$ cat config.mk
export PLATFORM = sky130hd
export DESIGN_NAME = mdu_iterative
export DESIGN_NICKNAME = d
export VERILOG_FILES = /design/src/rtl/mdu_iterative.sv
export SDC_FILE = /design/constraint.sdc
export NUM_CORES = 1
export LEC_CHECK = 0
export CORE_AREA = 2 2 195 149
export DETAILED_ROUTE_END_ITERATION = 16
export DIE_AREA = 0 0 197 151
export PLACE_DENSITY = 0.79
export SYNTH_ARGS = -nofsm -noshare
export SYNTH_HDL_FRONTEND = slang
export SYNTH_SLANG_ARGS = --single-unit
$ cat constraint.sdc
create_clock -name CLK -period 3.5 [get_ports CLK]
set_input_delay 0.35 -clock CLK [delete_from_list [all_inputs] [get_ports CLK]]
set_output_delay 0.35 -clock CLK [all_outputs]
set_load 0.05 [all_outputs]
$ cat src/rtl/mdu_iterative.sv
// rtl/mdu_iterative.sv - iterative RV32M multiply/divide unit (32 cycles per op)
//
// Ports:
//   CLK     in   1   clock, rising edge
//   RESET   in   1   asynchronous active-low reset
//   START   in   1   M-extension op valid, sampled only in IDLE
//   KILL    in   1   synchronous abort back to IDLE
//   FUNC3   in   3   op select (MUL, MULH, MULHSU, MULHU, DIV, DIVU, REM, REMU)
//   DATA1   in  32   operand rs1
//   DATA2   in  32   operand rs2
//   RESULT  out 32   registered result, held until the next DONE
//   DONE    out  1   one-cycle result-valid pulse
//   BUSY    out  1   pipeline stall request

module mdu_iterative (
    input  logic        CLK,
    input  logic        RESET,
    input  logic        START,
    input  logic        KILL,
    input  logic [2:0]  FUNC3,
    input  logic [31:0] DATA1,
    input  logic [31:0] DATA2,
    output logic [31:0] RESULT,
    output logic        DONE,
    output logic        BUSY
);

    typedef enum logic [1:0] {
        S_IDLE = 2'd0,
        S_CALC = 2'd1,
        S_FIX  = 2'd2,
        S_DONE = 2'd3
    } state_t;

    state_t      state;
    logic [4:0]  cnt;
    logic [2:0]  func_q;
    logic [31:0] op_b;       // multiplicand magnitude (mul) or divisor magnitude (div)
    logic [31:0] acc_hi;     // product high half (mul) or partial remainder (div)
    logic [31:0] acc_lo;     // multiplier/product low half (mul) or dividend/quotient (div)
    logic        neg_q;      // product or quotient must be negated in FIX
    logic        rem_neg_q;  // remainder takes the dividend sign

    // Operand decode on the live inputs, used only when an op is accepted.
    logic        is_div;
    logic        a_signed;
    logic        b_signed;
    logic        a_neg;
    logic        b_neg;
    logic [31:0] a_mag;
    logic [31:0] b_mag;
    logic        div_zero;
    logic        div_ovf;
    logic        special;
    logic [31:0] special_result;

    always_comb begin
        is_div   = FUNC3[2];
        a_signed = is_div ? ~FUNC3[0] : (FUNC3 == 3'b001 || FUNC3 == 3'b010);
        b_signed = is_div ? ~FUNC3[0] : (FUNC3 == 3'b001);
        a_neg    = a_signed & DATA1[31];
        b_neg    = b_signed & DATA2[31];
        a_mag    = a_neg ? (~DATA1 + 32'd1) : DATA1;
        b_mag    = b_neg ? (~DATA2 + 32'd1) : DATA2;
        div_zero = is_div && (DATA2 == 32'd0);
        div_ovf  = is_div && !FUNC3[0] && (DATA1 == 32'h8000_0000) && (DATA2 == 32'hFFFF_FFFF);
        special  = div_zero | div_ovf;
        // FUNC3[1] separates REM/REMU from DIV/DIVU.
        if (div_zero) begin
            special_result = FUNC3[1] ? DATA1 : 32'hFFFF_FFFF;
        end else begin
            special_result = FUNC3[1] ? 32'd0 : 32'h8000_0000;
        end
    end

    // One iteration of each datapath.
    logic [32:0] mul_sum;
    logic [32:0] div_trial;
    logic        div_ok;

    always_comb begin
        mul_sum   = {1'b0, acc_hi} + (acc_lo[0] ? {1'b0, op_b} : 33'd0);
        // Shifted remainder is below 2*divisor, so bit 32 is a clean borrow flag.
        div_trial = {acc_hi, acc_lo[31]} - {1'b0, op_b};
        div_ok    = ~div_trial[32];
    end

    // Sign correction and result selection.
    logic [63:0] product;
    logic [63:0] prod_fix;
    logic [31:0] quo_fix;
    logic [31:0] rem_fix;
    logic [31:0] fix_result;

    always_comb begin
        product  = {acc_hi, acc_lo};
        prod_fix = neg_q ? (~product + 64'd1) : product;
        quo_fix  = neg_q ? (~acc_lo + 32'd1) : acc_lo;
        rem_fix  = rem_neg_q ? (~acc_hi + 32'd1) : acc_hi;
        case (func_q)
            3'b000:                 fix_result = prod_fix[31:0];
            3'b001, 3'b010, 3'b011: fix_result = prod_fix[63:32];
            3'b100, 3'b101:         fix_result = quo_fix;
            default:                fix_result = rem_fix;
        endcase
    end

    always_comb begin
        BUSY = 1'b0;
        if (RESET) begin
            if (state == S_CALC || state == S_FIX) begin
                BUSY = 1'b1;
            end else if (state == S_IDLE && START && !KILL && !special) begin
                BUSY = 1'b1;
            end
        end
    end

    always_ff @(posedge CLK or negedge RESET) begin
        if (!RESET) begin
            state     <= S_IDLE;
            cnt       <= 5'd0;
            func_q    <= 3'd0;
            op_b      <= 32'd0;
            acc_hi    <= 32'd0;
            acc_lo    <= 32'd0;
            neg_q     <= 1'b0;
            rem_neg_q <= 1'b0;
            RESULT    <= 32'd0;
            DONE      <= 1'b0;
        end else if (KILL) begin
            state <= S_IDLE;
            cnt   <= 5'd0;
            DONE  <= 1'b0;
        end else begin
            case (state)
                S_IDLE: begin
                    DONE <= 1'b0;
                    if (START) begin
                        func_q    <= FUNC3;
                        neg_q     <= a_neg ^ b_neg;
                        rem_neg_q <= a_neg;
                        cnt       <= 5'd0;
                        acc_hi    <= 32'd0;
                        if (is_div) begin
                            acc_lo <= a_mag;
                            op_b   <= b_mag;
                        end else begin
                            acc_lo <= b_mag;
                            op_b   <= a_mag;
                        end
                        if (special) begin
                            RESULT <= special_result;
                            DONE   <= 1'b1;
                            state  <= S_DONE;
                        end else begin
                            state  <= S_CALC;
                        end
                    end
                end
                S_CALC: begin
                    if (func_q[2]) begin
                        acc_hi <= div_ok ? div_trial[31:0] : {acc_hi[30:0], acc_lo[31]};
                        acc_lo <= {acc_lo[30:0], div_ok};
                    end else begin
                        acc_hi <= mul_sum[32:1];
                        acc_lo <= {mul_sum[0], acc_lo[31:1]};
                    end
                    cnt <= cnt + 5'd1;
                    if (cnt == 5'd31) begin
                        state <= S_FIX;
                    end
                end
                S_FIX: begin
                    RESULT <= fix_result;
                    DONE   <= 1'b1;
                    state  <= S_DONE;
                end
                S_DONE: begin
                    DONE  <= 1'b0;
                    state <= S_IDLE;
                end
                default: begin
                    DONE  <= 1'b0;
                    state <= S_IDLE;
                end
            endcase
        end
    end

endmodule

==> results.md, run 1 <==
* Final hold vios at 0
* Total track usage at just over 40%
* Clock Tree Root: clkbuf_16
* Fin Hold WS at approximately 0.42 ns
* Setup CP Type: reg -> reg
* Drt total wl at between 60 and 70 mm
* Worst Setup End Kind: flop
* Core Util, Final at approximately 67%
* Met2 Use GR at 56.9%
* Least-Margin Pin Slew at between 0.8 and 0.9 ns
* Post-synth top area share at 23.3%
* Final setup violation count at 0
* Crit share post-route at roughly 98%
* Worst Path Required at between 3 and 4 ns
* Simple logic cell fraction of the synthesized area at between 15 and 20%
* GRT busiest layer: met1
* Largest family of logic cells by synthesized area: compound AO/OA/AOI/OAI gates
* Cell count after synthesis at 2000
* Tmin final at 3.42 ns
* Crit-path max FO at 16
* Nets at ~2400
* Starting density of the core at around 55%
* TritonCTS buffer count at 17
* DIE AREA at ~30000 um2
* RD Place Congestion at roughly 1.1
* H-tree depth at 4
* # IOs at approximately 110
* Initial antenna violation count at 0
* PwrDens at about 1100 nW/um2
* PnR Total Power at about 21 mW
* Synth Net Count at approximately 2100
* Post-synth EDFFs at 0
* Synth Warn # at 0
* Complex-gate fraction of the synthesized area at between 20% and 30%
* Die Width at 197 um
* CTS tree: built
* R2r startpoint: acc_lo[0]
* Sequential share of the synthesized area at between 20% and 30%
* CP startpoint kind: flop
* Die H at 151 um
* Post-synthesis xor/xnor area fraction at 11.0%
* Worst vdd ir at slightly above 0.8 mV
* Synth Register Bits at 141
* Ys flop type: dfrtp_1
* Reg clk slew, reported paths at roughly 0.060 ns
* Hold Crit Class: in -> reg
* DR vias at roughly 17000
* Overflow after GRT at 0
* Clk_lat worst skew at roughly 0.45 ns
* CP startpoint: acc_lo[0]
* Max Cap Viol at 0
* First-pass detailed-route iteration total at 6
* Synthesized area per cell at ~7.6 um2
* Area leader, netlist: dfrtp_1
* Antenna viol nets, final at 0
* Leakage power at between 8 and 9 nW
* Synth cell types at 75
* IO buf count at roughly 100
* Adder-cell share of the synthesized area at 6.39%
* Number of global-route vias before repair at 15600
* TritonCTS Sinks at about 140
* Core ar. at between 20000 and 30000 um2
* Max Clock Freq at 293 MHz
* FFs w/ async S/R, synth at between 90% and 100%
* Slew Viols, Final at 0
* Buffers from clock root to sink, at most at 2
* Critical Path Sink: acc_hi[26]
* Worst r2r path cells at 14
* Via density at roughly 6.6
* Run status: complete, no violations
* # DRC at 0
* First-pass GRT wire length at between 90 and 100 mm
* Met3 GRT Util at approximately 13%
* Reg2Reg Setup Slack at 0.08 ns
* Post-Syn Area at between 15000 and 20000 um2
* Wire per inst at about 24 um
* RSZ-0062 raised after global routing: false
* Largest net degree at the start of global routing at 90
* Slew margin rel. at between 40% and 50%
* Detail Placement HPWL at a little under 50 mm
* Met1 GRT Util at about three fifths
* Largest cells by area after synthesis: dfrtp_1 (23%), o21ai_0 (6.4%), ha_1 (6.1%), xor2_1 (5.9%), xnor2_1 (5.0%)
* Ant. Diodes at 0
* Worst Hold Depth at 3
* Fraction of layout cells with a size suffix above 1 at ~16%
* # rows at 53
* Area grow syn2layout at 23.1%
* 1st-iter DRT viols at 2295
* Clk_skew at around 0.011 ns
* Mux contribution to synthesized area at under 10%
* Reg2reg end: acc_hi[26]
* CP arrival at around 3.8 ns
==> cell usage after synthesis (30+ instances only) <==
master      n
o21ai_0   193
o31ai_1    40
ha_1       74
a21o_1     42
nand2_1   188
nor3_1     39
nor2_1    192
clkbuf_1  115
inv_1      70
dfrtp_1   141
a21oi_1   145
xor2_1    102
a31oi_1    30
nand3_1    32
a211oi_1   49
xnor2_1    87
mux2_2     42
mux2i_1    43
==> through the flow <==
step | setup slack [ns] | instances | setup TNS (ns) | cell area, um2
after floorplan | 0.0325 | 2000 | 0 | 15100
after global placement | -0.0911 | 2544 | -0.187 | 17800
after detailed placement | -0.158 | 2544 | -0.826 | 17800
after CTS | 0.0245 | 2579 | 0 | 18500
after global routing | 0.000641 | 2580 | 0 | 18600
final | 0.0840 | 2580 | 0 | 18600
==> worst min path at each step <==
stage / slack, ns / to / from
floorplan: 0.05 / DONE / RESET
global placement: 0.35 / RESULT[3] / RESET
detailed placement: 0.35 / RESULT[3] / RESET
CTS: 0.39 / op_b[3] / FUNC3[2]
global route: 0.44 / op_b[3] / FUNC3[2]
finish: 0.42 / op_b[3] / FUNC3[2]
==> flip-flops by register name (all words and copies together), names as in the netlist <==
| name | cells |
|---|---|
| RESULT | 32 |
| acc_hi | 32 |
| acc_lo | 32 |
| op_b | 32 |
| cnt | 5 |
| func_q | 3 |
| state | 2 |
| DONE | 1 |
| neg_q | 1 |
| rem_neg_q | 1 |
==> layout by cell type, fill, tap and decap left out, types with 71 or more instances in the layout <==
cell type / n
buf_4: 218
nor2_1: 192
o21ai_0: 190
nand2_1: 188
dfrtp_1: 141
a21oi_1: 139
xor2_1: 102
clkdlybuf4s50_1: 101
xnor2_1: 86
ha_1: 71
==> layer usage <==
metal | share of wire (%) | vias up
li1 | - | 7745
met1 | 43 | 8000
met2 | 40 | 1069
met3 | 13 | 162
met4 | 4.0 | 0
met5 | 0 | -
==> critical path, cell delays in order (launching register included) <==
cell	delay, ns
dfrtp_1	0.41
inv_2	0.12
buf_4	0.20
buf_6	0.21
nor2_1	0.08
ha_1	0.39
nand2_1	0.07
o21ai_0	0.24
o21ba_2	0.23
a2111o_1	0.51
buf_4	0.19
a21oi_1	0.18
o21a_1	0.14
nor3_1	0.06
a211o_1	0.26
==> what timing repair did <==
action,in CTS,in global routing
endpoints found under the hold margin,54,0
hold buffers,1,0
gates resized for setup,1,29
setup buffers,2,1
endpoints found under the setup margin,21,35
gates cloned,0,0
pin swaps,2,10
==> report_power, final <==
part           leakage (nW)  switching, mW  internal [mW]
logic                  5.98           9.32           6.32
registers              1.80          0.912           2.34
clock network         0.300          0.776           1.20
==> area by class of cell <==
type	instances	area, um2
Multi-Input combinational cell	1647	10900
Fill cell	2376	9110
Sequential cell	141	3530
Timing Repair Buffer	332	2860
Clock buffer	23	488
Tap cell	357	447
Inverter	71	267
Clock inverter	9	133
==> logic make-up (layout without fill, tap and decap cells) <==
logic type,Yosys count,count (layout)
xor gates and xnor gates,189,189
DFF,141,141
muxes,85,85
AOI/OAI and AO/OA,676,676
and+or+nand+nor,621,621
adders and majority gates,76,76
buffers and inverters,212,435
No activity file was read; power rests on OpenSTA's default activity.
==> run 2, diff against run 1 <==
CAP_MARGIN = 10   (was not set)
CORE_AREA = 2 2 187 143   (was 2 2 195 149)
DIE_AREA = 0 0 189 145   (was 0 0 197 151)
PLACE_DENSITY = 0.82   (was 0.79)
clock period = 4.1 ns   (was 3.5 ns; I/O delays follow)
==> run 2 against run 1 <==
Net effect: clock power shrank 20%; via count shrank 1.4%; first-iteration DRC count shrank 2.9%.
==> results.md, run 2 (synthesis gave the netlist of run 1 again) <==
* Crit share post-route at 93.7%
* Reg clk slew, reported paths at 0.06 ns
* Flop pwr share at roughly 17%
* # rows at 51
* CTS tree: built
* Leakage power at roughly 7.4 nW
* Crit-path max FO at 9
* Drt total wl at 59.0 mm
* Final setup violation count at 0
* Via density at approximately 6.8
* Clk_lat worst skew at about 0.45 ns
* Least-Margin Pin Slew at 1.18 ns
* PwrDens at between 900 and 1000 nW/um2
* Hold Crit Class: reg -> reg
* Fin Setup TNS at 0 ns
* Clock share of power at under 10%
* Switching Fraction at a little over half
* Reg2Reg Setup Slack at roughly 0.26 ns
* Filler cells at 2142
* Run status: complete, no violations
* Antenna viol nets, final at 0
* Initial antenna violation count at 0
* Most frequent cells in the layout: nor2_1 (192), o21ai_0 (192), nand2_1 (188)
* Core ar. at 25600 um2
* CP startpoint kind: flop
* Largest net degree at the start of global routing at 76
* 1st-iter DRT viols at about 2200
* First-pass detailed-route iteration total at 9
* Slew Viols, Final at 0
* Final hold vios at 0
* CP arrival at roughly 4.2 ns
* Nets at 2240
* Total track usage at a little over two fifths
* Die H at between 100 and 150 um
* Post-CTS Setup Inserts at 0
* Wire per inst at around 24 um
* RSZ-0062 raised after global routing: false
* TritonCTS Sinks at roughly 140
* Detail Placement HPWL at between 40 and 50 mm
* Comb pwr share at 73.9%
* Clk_skew at roughly 0.015 ns
* TritonCTS buffer count at 17
* Slew margin rel. at 21.6%
* Switching component of the power at a little over 9 mW
* Overflow after GRT at 0
* Ant. Diodes at 0
* # DRC at 0
* Placed cell count at about 2400
* Setup CP Type: reg -> reg
* Max Clock Freq at about 260 MHz
* Worst Setup End Kind: flop
* Starting density of the core at 59.1%
* DR vias at approximately 17000
* Max Cap Viol at 0
* Int Pwr at 7.70 mW
* Fraction of layout cells with a size suffix above 1 at about a tenth
* Clock Tree Root: clkbuf_16
* Die Width at between 150 and 200 um
* Area grow syn2layout at 15.7%
* Buffers from clock root to sink, at most at 2
* Multi-input logic area at between 10000 and 15000 um2
* RD Place Congestion at 1.02
* H-tree depth at 4
* Non-filler cells, final at about 2400
* Fin Hold WS at between 0.4 and 0.5 ns
* Worst Path Required at 4.44 ns
* Worst vdd ir at roughly 0.6 mV
* Tmin final at about 3.8 ns
* Reg area at 3530 um2
* First-pass GRT wire length at about 90 mm
* Number of global-route vias before repair at between 15000 and 20000
* IO buf count at 104
* DIE AREA at ~27000 um2
* # IOs at ~110
[run 2: per-layer routing]
metal	global-route usage, %	up-vias	share of wire, %
met1	63.7	7903	42
met2	57.7	1173	40
met5	0.183	-	0
met4	14.6	0	3.8
li1	-	7509	-
met3	11.1	153	14
[run 2: repair_timing]
item                                    CTS  global route
endpoints found under the hold margin    50             0
resized for setup                         0             1
hold buffers                              1             0
endpoints found under the setup margin    0             1
[run 2: layout make-up]
class                   instances  area share [%]
clock inverters                11           0.687
inverters                      71            1.52
well taps                     344            2.46
flip-flops and latches        141            20.2
clock buffers                  19            2.59
multi-input cells            1647            61.6
repair buffers                215            10.9
[run 2: worst paths after layout]
| kind | start | end | cells past startpoint |
|---|---|---|---|
| max | op_b[0] | acc_hi[0] | 13 |
| min | RESULT[10] | RESULT[10] | 2 |
| max reg2reg | op_b[0] | acc_hi[0] | 13 |
| min reg2reg | RESULT[10] | RESULT[10] | 2 |
| max in group asynchronous | RESET | acc_lo[7] | 3 |
| min in group asynchronous | RESET | acc_hi[27] | 2 |
[run 2: power groups by stage]
stage	logic, mW	registers (mW)	clock network (mW)
floorplan	7.87	2.91	0
global placement	11.8	2.74	0
detailed placement	11.9	2.78	0
CTS	12.0	2.76	1.56
global route	13.3	2.87	1.63
finish	12.4	2.81	1.58
[run 2: worst max-delay path, cell delays in order, from the launching register on]
cell and delay [ns]:
dfrtp_1 0.40, ha_1 0.25, fa_1 0.40, nand2b_1 0.19, a21oi_1 0.22, o41ai_1 0.14, o211ai_1 0.20, buf_4 0.17
nand2_1 0.08, o31a_1 0.33, xnor2_2 0.56, buf_4 0.30, mux2_2 0.35, o221ai_1 0.14
[run 2: per-stage QoR]
stage	util [%]	worst slack (ns)	instance area (um2)	power (mW)
after floorplan	-	0.633	15100	10.8
after global placement	66.0	0.294	16900	14.5
after detailed placement	66.0	0.236	16900	14.7
after CTS	68.3	0.285	17500	16.3
after global routing	68.3	0.00642	17500	17.8
final	68.3	0.256	17500	16.8
